[src/rtl/level_monitor.sv]
// Banded level monitor: debounced band commits with falling hysteresis,
// a sticky critical alarm and a sticky out-of-range flag.
module level_monitor #(
  parameter int WIDTH     = 5,
  parameter int MAX_LEVEL = 30,
  parameter int T_LOW     = 3,
  parameter int T_MED     = 6,
  parameter int T_HIGH    = 18,
  parameter int T_FULL    = 30,
  parameter int HYST      = 2,
  parameter int STABLE    = 3
) (
  input  logic             clk,
  input  logic             rst,
  input  logic [WIDTH-1:0] sum,
  input  logic             sum_valid,
  input  logic             alarm_ack,
  output logic             critic_level,
  output logic             low_level,
  output logic             medium_level,
  output logic             high_level,
  output logic             full,
  output logic [2:0]       band_code,
  output logic             band_change,
  output logic             crit_alarm,
  output logic             range_err
);

  localparam int CW = (STABLE < 2) ? 1 : $clog2(STABLE + 1);

  typedef enum logic [2:0] {
    CRITIC = 3'd0,
    LOW    = 3'd1,
    MEDIUM = 3'd2,
    HIGH   = 3'd3,
    FULL   = 3'd4
  } band_e;

  // Falling thresholds are the next band's rising threshold minus HYST, floored at 0.
  localparam int FL_LOW_I  = (T_LOW  > HYST) ? (T_LOW  - HYST) : 0;
  localparam int FL_MED_I  = (T_MED  > HYST) ? (T_MED  - HYST) : 0;
  localparam int FL_HIGH_I = (T_HIGH > HYST) ? (T_HIGH - HYST) : 0;
  localparam int FL_FULL_I = (T_FULL > HYST) ? (T_FULL - HYST) : 0;

  localparam logic [WIDTH-1:0] MAX_V   = MAX_LEVEL[WIDTH-1:0];
  localparam logic [WIDTH-1:0] TH_LOW  = T_LOW[WIDTH-1:0];
  localparam logic [WIDTH-1:0] TH_MED  = T_MED[WIDTH-1:0];
  localparam logic [WIDTH-1:0] TH_HIGH = T_HIGH[WIDTH-1:0];
  localparam logic [WIDTH-1:0] TH_FULL = T_FULL[WIDTH-1:0];
  localparam logic [WIDTH-1:0] FL_LOW  = FL_LOW_I[WIDTH-1:0];
  localparam logic [WIDTH-1:0] FL_MED  = FL_MED_I[WIDTH-1:0];
  localparam logic [WIDTH-1:0] FL_HIGH = FL_HIGH_I[WIDTH-1:0];
  localparam logic [WIDTH-1:0] FL_FULL = FL_FULL_I[WIDTH-1:0];
  localparam logic [CW-1:0]    STABLE_C = STABLE[CW-1:0];

  function automatic band_e plain_band(input logic [WIDTH-1:0] s);
    band_e b;
    if (s > MAX_V)         b = FULL;
    else if (s >= TH_FULL) b = FULL;
    else if (s >= TH_HIGH) b = HIGH;
    else if (s >= TH_MED)  b = MEDIUM;
    else if (s >= TH_LOW)  b = LOW;
    else                   b = CRITIC;
    return b;
  endfunction

  band_e            band_q, band_d, prev_q, prev_d, cand_s, plain_s;
  logic [CW-1:0]    cnt_q, cnt_d, cnt_inc_s;
  logic             first_q, first_d;
  logic             chg_q, chg_d;
  logic             crit_q, crit_d;
  logic             rerr_q, rerr_d;
  logic [4:0]       onehot_q, onehot_d;
  logic             commit_s;

  always_comb begin
    plain_s = plain_band(sum);
    if (plain_s > band_q)                      cand_s = plain_s;
    else if (band_q > CRITIC && sum < FL_LOW)  cand_s = CRITIC;
    else if (band_q > LOW    && sum < FL_MED)  cand_s = LOW;
    else if (band_q > MEDIUM && sum < FL_HIGH) cand_s = MEDIUM;
    else if (band_q > HIGH   && sum < FL_FULL) cand_s = HIGH;
    else                                       cand_s = band_q;
  end

  always_comb begin
    band_d    = band_q;
    prev_d    = prev_q;
    cnt_d     = cnt_q;
    first_d   = first_q;
    commit_s  = 1'b0;
    cnt_inc_s = (cand_s == prev_q) ? (cnt_q + {{(CW-1){1'b0}}, 1'b1}) : {{(CW-1){1'b0}}, 1'b1};
    if (sum_valid) begin
      if (first_q) begin
        band_d   = plain_s;
        prev_d   = plain_s;
        cnt_d    = {CW{1'b0}};
        first_d  = 1'b0;
        commit_s = 1'b1;
      end else if (cand_s != band_q) begin
        prev_d = cand_s;
        if (cnt_inc_s >= STABLE_C) begin
          band_d   = cand_s;
          cnt_d    = {CW{1'b0}};
          commit_s = 1'b1;
        end else begin
          cnt_d = cnt_inc_s;
        end
      end else begin
        prev_d = cand_s;
        cnt_d  = {CW{1'b0}};
      end
    end else begin
      cnt_d = cnt_q;
    end

    chg_d    = commit_s;
    onehot_d = 5'b00001 << band_d;

    // A commit into CRITIC beats a simultaneous acknowledge.
    if (commit_s && band_d == CRITIC)           crit_d = 1'b1;
    else if (alarm_ack && band_q != CRITIC)     crit_d = 1'b0;
    else                                        crit_d = crit_q;

    if (sum_valid && sum > MAX_V) rerr_d = 1'b1;
    else if (alarm_ack)           rerr_d = 1'b0;
    else                          rerr_d = rerr_q;
  end

  always_ff @(posedge clk or posedge rst) begin
    if (rst) begin
      band_q   <= CRITIC;
      prev_q   <= CRITIC;
      cnt_q    <= {CW{1'b0}};
      first_q  <= 1'b1;
      chg_q    <= 1'b0;
      crit_q   <= 1'b0;
      rerr_q   <= 1'b0;
      onehot_q <= 5'b00001;
    end else begin
      band_q   <= band_d;
      prev_q   <= prev_d;
      cnt_q    <= cnt_d;
      first_q  <= first_d;
      chg_q    <= chg_d;
      crit_q   <= crit_d;
      rerr_q   <= rerr_d;
      onehot_q <= onehot_d;
    end
  end

  assign critic_level = onehot_q[0];
  assign low_level    = onehot_q[1];
  assign medium_level = onehot_q[2];
  assign high_level   = onehot_q[3];
  assign full         = onehot_q[4];
  assign band_code    = band_q;
  assign band_change  = chg_q;
  assign crit_alarm   = crit_q;
  assign range_err    = rerr_q;

endmodule

[config.mk]
export PLATFORM = sky130hd
export DESIGN_NAME = level_monitor
export DESIGN_NICKNAME = d
export VERILOG_FILES = /design/src/rtl/level_monitor.sv
export SDC_FILE = /design/constraint.sdc
export NUM_CORES = 1
export LEC_CHECK = 0
export BUFFER_PORTS_ARGS = -buffer_cell sky130_fd_sc_hd__buf_2
export CAP_MARGIN = 5
export CORE_UTILIZATION = 56
export DETAILED_ROUTE_END_ITERATION = 10
export GPL_ROUTABILITY_DRIVEN = 0
export PLACE_DENSITY = 0.81
export SKIP_LAST_GASP = 1
export SYNTH_ARGS = -nofsm -noshare
export SYNTH_HDL_FRONTEND = slang
export SYNTH_SLANG_ARGS = --single-unit
[constraint.sdc]
create_clock -name clk -period 3.85 [get_ports clk]
set_input_delay 0.385 -clock clk [delete_from_list [all_inputs] [get_ports clk]]
set_output_delay 0.385 -clock clk [all_outputs]
set_load 0.01 [all_outputs]
# Word level (Yosys, flattened, before mapping)
# Cells that the tools add are included.
[word_totals]
regBits = 17
latch_bits = 0
mem_bits_rw = 0
romBits = 0
in_bits = 9
out_inout_bits = 11
word_cells = 65
n_memories = 0
[op_classes]
add_sub_neg = 1
mul = 0
div_mod_pow = 0
magnitude_cmp = 15
n_eq_ne = 2
n_shift = 1
mux = 27
n_bitwise = 0
n_reduce_logical = 11
[op_table]
columns = ["op", "n"]
rows = [
  ["$mux 3", 12],
  ["$mux 2", 6],
  ["$ge 5x5->1 const B", 2],
  ["$lt 5x5->1 const B", 2],
  ["$mux 1", 9],
  ["$logic_and 1x1->1", 7],
  ["$gt 3x1->1 const B", 2],
  ["$gt 3x2->1 const B", 2],
  ["$ge 5x2->1 const B", 1],
  ["$ge 5x3->1 const B", 1],
  ["$gt 5x5->1 const B", 1],
  ["$lt 5x1->1 const B", 1],
  ["$lt 5x3->1 const B", 1],
  ["$shl 1x3->5 const A", 1],
  ["$reduce_bool 2->1", 2],
  ["$eq 3x3->1", 1],
  ["$gt 3x3->1", 1],
  ["$logic_not 3->1", 1],
  ["$ne 3x3->1", 1],
  ["$reduce_bool 3->1", 1],
  ["$add 2x1->2 const B", 1],
  ["$ge 2x2->1 const B", 1],
]

# Logic depth before layout (Yosys ltp)
# Gate-level depths: netlist of run 1.
[logic_depth]
depth_word = 18
depth_mapped = 14
ltp_nobuf = 13

# Worst setup path before layout of run 1
# Ideal clock, no wire load.
[synth_path]
path_kind = "in2reg"
from = "in sum[2]"
to = "reg onehot_q[3]"
setup_ns = 0.087
arrival_ns = 3.334
path_slack_ns = 0.430
cell_stages = 14
path_buffers = 1
path_cell_list = "buf_2 -> nand4_2 -> inv_2 -> a21oi_2 -> ha_1 -> nor2b_1 -> o21ai_2 -> a32oi_4 -> mux2i_1 -> xnor2_2 -> nand4_4 -> a221oi_4 -> or3b_1 -> a211oi_2"
[synth_between]
elab_chain_cells = 16
elab_cells_between_ends = 33
classes_between = "order compare: 11; eq/ne: 2; shift: 1; mux: 15; reduce/logical: 4"
[synth_lines]
columns = ["element", "line", "text"]
rows = [
  ["start: declaration", "15", "input logic [WIDTH-1:0] sum,"],
  ["$ge 5x2->1", "62", "else if (s >= TH_LOW) b = LOW;"],
  ["$mux 1", "62", ""],
  ["$mux 2", "61", "else if (s >= TH_MED) b = MEDIUM;"],
  ["$mux 2", "60", "else if (s >= TH_HIGH) b = HIGH;"],
  ["$mux 3", "59", "else if (s >= TH_FULL) b = FULL;"],
  ["$mux 3", "58", "if (s > MAX_V) b = FULL;"],
  ["$gt 3x3->1", "78", "if (plain_s > band_q) cand_s = plain_s;"],
  ["$mux 3", "78", ""],
  ["[... 2 more ...]", "n/a", ""],
  ["$ge 2x2->1", "102", "if (cnt_inc_s >= STABLE_C) begin"],
  ["$mux 3", "102", ""],
  ["$mux 3", "100", "end else if (cand_s != band_q) begin"],
  ["$mux 3 (*)", "94", "if (first_q) begin"],
  ["$mux 3 (*)", "93", "if (sum_valid) begin"],
  ["via band_d[1]", "67", "band_e band_q, band_d, prev_q, prev_d, cand_s, plain_s;"],
  ["$shl 1x3->5 (*)", "118", "onehot_d = 5'b00001 << band_d;"],
  ["via onehot_d[3]", "73", "logic [4:0] onehot_q, onehot_d;"],
  ["end signal: assignment", "148", "onehot_q <= onehot_d;"],
  ["end: declaration", "73", ""],
]
# Mark *: on every way through the listed nets, which the timed path passes. The rest lies on a longest branch.
# A chain may end at the register's enable or synchronous reset.

# Final worst setup path of run 1
[layout_path]
from = "reg band_q[1], in the netlist band_code[1]"
to = "reg onehot_q[3]"
[layout_between]
elab_chain_cells = 15
elab_cells_between_ends = 23
classes_between = "order compare: 6; eq/ne: 2; shift: 1; mux: 10; reduce/logical: 4"
[layout_lines]
columns = ["element", "line", "text"]
rows = [
  ["start: declaration", "67", ""],
  ["start signal: assignment", "141", "band_q <= band_d;"],
  ["$gt 3x2->1", "82", "else if (band_q > HIGH && sum < FL_FULL) cand_s = HIGH;"],
  ["$logic_and 1x1->1", "82", ""],
  ["$mux 3", "82", ""],
  ["$mux 3", "81", "else if (band_q > MEDIUM && sum < FL_HIGH) cand_s = MEDIUM;"],
  ["$mux 3", "80", "else if (band_q > LOW && sum < FL_MED) cand_s = LOW;"],
  ["$mux 3", "79", "else if (band_q > CRITIC && sum < FL_LOW) cand_s = CRITIC;"],
  ["$mux 3", "78", ""],
  ["$eq 3x3->1", "92", "cnt_inc_s = (cand_s == prev_q) ? (cnt_q + {{(CW-1){1'b0}}, 1'b1}) : {{(CW-1){1'b0}}, 1'b1};"],
  ["$mux 2", "92", ""],
  ["$ge 2x2->1", "102", ""],
  ["$mux 3", "102", ""],
  ["$mux 3", "100", ""],
  ["$mux 3", "94", ""],
  ["$mux 3 (*)", "93", ""],
  ["via band_d[1]", "67", ""],
  ["$shl 1x3->5 (*)", "118", ""],
  ["via onehot_d[3]", "73", ""],
]
# Marks and branches as above.

==> results of run 1 <==
[critical path, cell delays in order, from the launching register on]
cell and delay, ns:
dfrtp_1 0.57, inv_1 0.08, ha_1 0.34, nor2b_1 0.18, o21ai_2 0.08, a32oi_4 0.28
mux2i_1 0.37, xnor2_2 0.20, nand4_4 0.21, a221oi_4 0.35, or3b_1 0.42, a211oi_2 0.15
[worst max-delay path by stage]
| stage | from | endpoint | slack, ns | cells past startpoint |
|---|---|---|---|---|
| 6_report | band_code[1]$_DFF_PP0_ | onehot_q[3]$_DFF_PP0_ | 0.54 | 11 |
| 5_1_grt | band_code[1]$_DFF_PP0_ | onehot_q[3]$_DFF_PP0_ | 0.27 | 11 |
| 4_1_cts | band_code[1]$_DFF_PP0_ | crit_alarm$_DFFE_PP0P_ | 0.53 | 11 |
| 3_5_place_dp | sum[4] | onehot_q[3]$_DFF_PP0_ | 0.26 | 14 |
| 3_3_place_gp | sum[4] | onehot_q[3]$_DFF_PP0_ | 0.35 | 14 |
| 2_1_floorplan | sum[2] | onehot_q[3]$_DFF_PP0_ | 0.43 | 14 |
[routing by layer]
layer	up-vias	routed length (um)
li1	494	-
met1	476	1192
met2	20	1266
met3	2	91
met4	0	14
met5	-	0
[stage by stage]
step,power [W],instances
2_1_floorplan,0.0004662,132
3_3_place_gp,0.0005197,171
3_5_place_dp,0.0005312,171
4_1_cts,0.0006297,175
5_1_grt,0.0006670,175
6_report,0.0006269,175
[power groups by stage]
stage / Sequential, W / Clock [W] / Combinational, W
floorplan: 0.000242 / 0 / 0.000224
global placement: 0.000244 / 0 / 0.000276
detailed placement: 0.000245 / 0 / 0.000287
CTS: 0.000241 / 0.000100 / 0.000288
global route: 0.000245 / 0.000110 / 0.000312
finish: 0.000241 / 0.0000991 / 0.000287
[cells by family after synthesis]
family,synth area share
buffers and inverters,0.07714
AND/OR/NAND/NOR,0.2532
adder cells (fa/ha/maj),0.02968
flip-flops,0.3383
multiplexers,0.05737
AO/OA/AOI/OAI,0.1850
XOR/XNOR,0.05935
[flip-flops by register name, indices dropped and copies added, names as in the netlist]
| name | flops |
|---|---|
| cnt_q | 2 |
| prev_q | 3 |
| onehot_q | 5 |
| band_change | 1 |
| band_code | 3 |
| crit_alarm | 1 |
| first_q | 1 |
| range_err | 1 |
[synth_stat cells, types with 2 or more instances]
cell type  count
buf_2          3
nand2b_1       4
o211ai_1       2
ha_1           3
dfrtp_1       15
nor2_1        13
nand3_1        7
a32o_1         2
or3_4          2
mux2i_1        5
xnor2_1        2
o21ai_1        3
o21ai_0        4
xnor2_2        3
dfstp_2        2
or3_1          2
inv_1         12
nor3_1         4
nor2b_1        5
nand2_1        4
clkbuf_1       4
a21oi_1        6
[cells in the final DEF, fill, tap and decap left out, drive strengths merged, types with 2 or more instances in the layout]
| cell type | Yosys | layout |
|---|---|---|
| o21ai | 8 | 8 |
| buf | 5 | 21 |
| o211ai | 2 | 2 |
| nand4 | 3 | 3 |
| mux2i | 6 | 6 |
| dfrtp | 15 | 15 |
| a32o | 2 | 2 |
| clkbuf | 4 | 3 |
| xnor2 | 5 | 5 |
| dfstp | 2 | 2 |
| a21oi | 7 | 7 |
| inv | 13 | 13 |
| nand3 | 7 | 7 |
| nor2b | 5 | 5 |
| nor3 | 5 | 5 |
| nand2 | 4 | 4 |
| or3 | 4 | 4 |
| nor2 | 13 | 13 |
| nand2b | 4 | 4 |
| nor4 | 2 | 2 |
| and3 | 2 | 2 |
| ha | 3 | 3 |
[cell type report]
| cell class | instances | area (um2) | share of cell area |
|---|---|---|---|
| Clock buffer | 3 | 22.52 | 0.01620 |
| Clock inverter | 1 | 7.507 | 0.005401 |
| Inverter | 13 | 48.80 | 0.03510 |
| Multi-Input combinational cell | 93 | 739.5 | 0.5320 |
| Sequential cell | 17 | 427.9 | 0.3078 |
| Tap cell | 27 | 33.78 | 0.02430 |
| Timing Repair Buffer | 21 | 110.1 | 0.07921 |
==> flow_summary.json, run 1 <==
{
  "tns_ns": 0,
  "setup_ws_ns": 0.5411,
  "clock_power_share": 0.158,
  "switching_share": 0.3911,
  "crit_type": "reg2reg",
  "gr-usage-all-layers": 0.2410,
  "cts_hold_buffers": 0,
  "start_util": 0.6195,
  "finalHoldViolCount": 0,
  "rsz0062_at_grt": "false",
  "cts_buffers": 3,
  "drc_errors": 0,
  "wl_mm": 2.565,
  "setup_viol": 0,
  "ir_worst_vdd_uv": 355.0,
  "grt_pass1_vias": 1043,
  "maxCapViolCount": 0,
  "top_usage_layer": "met2",
  "postLayoutCellArea_um2": 1390,
  "grt_pass1_wl_mm": 4.547,
  "clk_latency_ns": 0.30,
  "port_buffers": 19,
  "worst_pin_slew_ns": 0.6202,
  "ys_seq_area_frac": 0.3383,
  "antenna_found_initial": 0,
  "antenna_left": 0,
  "num_vias": 992,
  "use_met1": 0.3116,
  "syn_nets": 144,
  "diodes": 0,
  "grt_max_degree": 19,
  "io_pins": 20,
  "yosysTopAreaCell": "dfrtp_1",
  "max_slew_margin": 0.5861,
  "combPwrFrac": 0.458,
  "outcome": "finished, final reports clean",
  "grtUsageMet2": 0.4122,
  "async_flop_share": 1.000,
  "timing.final.max_slew_violations": 0,
  "fmax_ghz": 0.3022,
  "cts_tree": "done",
  "pwr-share-seq": 0.384,
  "netlist.area_leader.share": 0.2967,
  "avgSynthCellArea_um2": 9.583,
  "hpwlAfterDp_mm": 1.944,
  "reg2reg_to": "onehot_q[3]$_DFF_PP0_",
  "dp_slack_ns": 0.2649,
  "whs_ns": 0.1439,
  "cts_htree_levels": 1,
  "hold_path_class": "in2async",
  "skew_ns": 0.005496,
  "area_growth_pct": 9.891,
  "dpl_cell_area_um2": 1360,
  "internal_power_w": 0.0003817,
  "rr_startpoint": "band_code[1]$_DFF_PP0_",
  "grt_overflow": 0,
  "synth-edff-count": 0,
  "worstPathRequired_ns": 4.07,
  "vias_per_cell": 5.669,
  "clk_pin_slew_ns": 0.10,
  "nets": 161,
  "power_density_nw_per_um2": 451.0,
  "firstDrtPassIters": 4,
  "die-area_um2": 2453,
  "cts_setup_buffers": 0,
  "rows": 16,
  "clock-sinks": 17,
  "fin_crit_sh": 0.8595,
  "cts_root_buffer": "clkbuf_4",
  "crit_arrival_ns": 3.53,
  "yosys-top-cells-area": "dfrtp_1, dfstp_2, mux2i_1",
  "drt_iter0_drc": 19,
  "r2r_slack_ns": 0.54,
  "end_kind": "register",
  "die_x_um": 49.53,
  "clockBufferDepth": 2,
  "synth_cells": 132,
  "p_leak_nw": 0.6325,
  "syn_area_um2": 1265,
  "core_area_um2": 2042,
  "crit_fanout": 9,
  "ys.flop_type": "dfrtp_1",
  "die_h_um": 49.53,
  "period_minus_slack_ns": 3.309,
  "fin_util": 0.6808,
  "final_layout_size_suffix_gt1_frac": 0.3176,
  "n_fill_cell": 178,
  "reg2regPathDepth": 11,
  "met3_usage": 0.06481,
  "yosys_warnings": 0,
  "yosysUniqueCellTypes": 47,
  "ys_ff_latch": 17,
  "p_switching_w": 0.0002452,
  "cts.repair.resized": 0,
  "wl_per_cell_um": 14.66,
  "critPathLaunchType": "register"
}
No activity file was read; power rests on OpenSTA's default activity.
==> inputs of run 2 (changes only) <==
Settings changed: CORE_UTILIZATION 56 to 30, GPL_TIMING_DRIVEN from default to 0, PLACE_DENSITY 0.81 to 0.5.
==> run 2 against run 1 <==
Worst hold slack improved by 0.052 ns. Critical path depth unchanged. Register-to-register slack got worse by 0.23 ns. Flip-flop and latch count stayed put. Clock skew rose by 0.0012 ns. Global-route usage decreased by 10 points. Maximum frequency shrank 8.9%. Wire length up 8.6%. Count of clock-buffer cells in the layout stayed put. Largest cell class unchanged.
==> flow_summary.json, run 2 (synthesis results as in run 1) <==
{
  "outcome": "finished, final reports clean",
  "critPathLaunchType": "primary input",
  "pwr-share-seq": 0.350,
  "cp_cell_sequence": "buf_2, buf_4, o311ai_2, ha_1, a32oi_4, mux2i_1, xnor2_2, nand4_4, a221oi_4, or3b_1, a211oi_2",
  "die_x_um": 66.94,
  "cts_buffers": 3,
  "combPwrFrac": 0.437,
  "setup_ws_ns": 0.2187,
  "cp_top_family": "compound AO/OA/AOI/OAI gates",
  "io_pins": 20,
  "clockBufferDepth": 2,
  "max_stage_delay_ns": 0.58,
  "clock-sinks": 17,
  "drc_errors": 0,
  "period_minus_slack_ns": 3.631,
  "core_area_um2": 4029,
  "switching_share": 0.3799,
  "p_leak_nw": 0.6485,
  "hpwlAfterDp_mm": 2.179,
  "dpl_cell_area_um2": 1408,
  "wl_per_cell_um": 13.79,
  "whs_ns": 0.1957,
  "fmax_ghz": 0.2754,
  "port_buffers": 16,
  "maxCapViolCount": 0,
  "cts_htree_levels": 1,
  "grt_max_degree": 18,
  "final_layout_size_suffix_gt1_frac": 0.3092,
  "rsz0062_at_grt": "false",
  "reg2regPathDepth": 12,
  "cts_root_buffer": "clkbuf_8",
  "ir_worst_vdd_uv": 140.4,
  "nets": 165,
  "crit_arrival_ns": 3.81,
  "postLayoutCellArea_um2": 1456,
  "layout_commonest_cell": "buf_2",
  "antenna_left": 0,
  "drt_iter0_drc": 25,
  "vias_per_cell": 5.015,
  "worst-path-buf-inv": 2,
  "power_density_nw_per_um2": 457.5,
  "num_vias": 1013,
  "grt_pass1_wl_mm": 4.685,
  "clock_power_share": 0.212,
  "worst_pin_slew_ns": 0.6036,
  "area_growth_pct": 15.13,
  "rows": 23,
  "start_util": 0.3140,
  "final_cell_mix": "buf_2, dfrtp_1, nor2_1, inv_1, nand3_1",
  "gr-usage-all-layers": 0.1413,
  "grt_pass1_vias": 1015,
  "diodes": 0,
  "registers.top_by_ff_count": "onehot_q",
  "worstPathRequired_ns": 4.03,
  "max_slew_margin": 0.5861,
  "cpMaxStageDelayCell": "mux2i_1",
  "skew_ns": 0.006673,
  "rr_startpoint": "band_code[1]$_DFF_PP0_",
  "hold_path_class": "in2async",
  "cts_setup_buffers": 0,
  "r2r_slack_ns": 0.31,
  "p_switching_w": 0.0002531,
  "fin_crit_sh": 0.9432,
  "wl_mm": 2.786,
  "largest_reg_flops": 5,
  "internal_power_w": 0.0004132,
  "end_kind": "register",
  "firstDrtPassIters": 5,
  "timing.final.max_slew_violations": 0,
  "clk_pin_slew_ns": 0.08,
  "crit_fanout": 10,
  "power_w": 0.0006663,
  "finalHoldViolCount": 0,
  "setup_viol": 0,
  "cts.repair.resized": 0,
  "antenna_found_initial": 0,
  "grt_overflow": 0,
  "dp_slack_ns": -0.05000,
  "clk_latency_ns": 0.26,
  "die-area_um2": 4480,
  "cts_tree": "done",
  "die_h_um": 66.94,
  "reg2reg_to": "onehot_q[3]$_DFF_PP0_",
  "crit_type": "in2reg",
  "crit_path_start": "sum[4]",
  "cts_hold_buffers": 0
}
run 2: cell count changes in the layout (fill, tap and decap cells not counted), sizes merged:
cell | previous run | this run
clkbuf | 3 | 7
run 2: final cells by class:
class,count,area [um2]
clock buffers,3,41.29
plain buffers,9,48.80
well taps,50,62.56
multi-input cells,93,739.5
repair buffers,16,80.08
inverters,13,48.80
fillers,435,2572
flip-flops and latches,17,427.9
clock inverters,1,7.507
run 2: metal layers:
metal,wire [um],GRT usage,up-vias
li1,-,-,500
met1,1431,0.1983,486
met2,1242,0.2121,23
met4,43,0.06915,0
met3,68,0.01541,4
met5,0,0,-
run 2: worst max-delay path by stage:
stage                                        to  slack, ns  depth (start not counted)
after floorplan           onehot_q[3]$_DFF_PP0_       0.43                         14
after global placement    onehot_q[3]$_DFF_PP0_      -0.03                         11
after detailed placement  onehot_q[3]$_DFF_PP0_      -0.05                         11
after CTS                 onehot_q[3]$_DFF_PP0_       0.21                         15
after global routing      onehot_q[3]$_DFF_PP0_       0.03                         15
final                     onehot_q[3]$_DFF_PP0_       0.22                         11
run 2: per-stage QoR:
step,TNS [ns],cells,utilization
2_1_floorplan,0,132,-
3_3_place_gp,-0.02618,198,0.3494
3_5_place_dp,-0.05582,198,0.3494
4_1_cts,0,202,0.3615
5_1_grt,0,202,0.3615
6_report,0,202,0.3615
run 2: power by group through the flow:
stage          clock (W)  combinational, W  sequential (W)
6_report        0.000142          0.000291        0.000233
5_1_grt         0.000152          0.000319        0.000238
4_1_cts         0.000142          0.000293        0.000234
3_5_place_dp           0          0.000292        0.000237
3_3_place_gp           0          0.000286        0.000235
2_1_floorplan          0          0.000224        0.000242
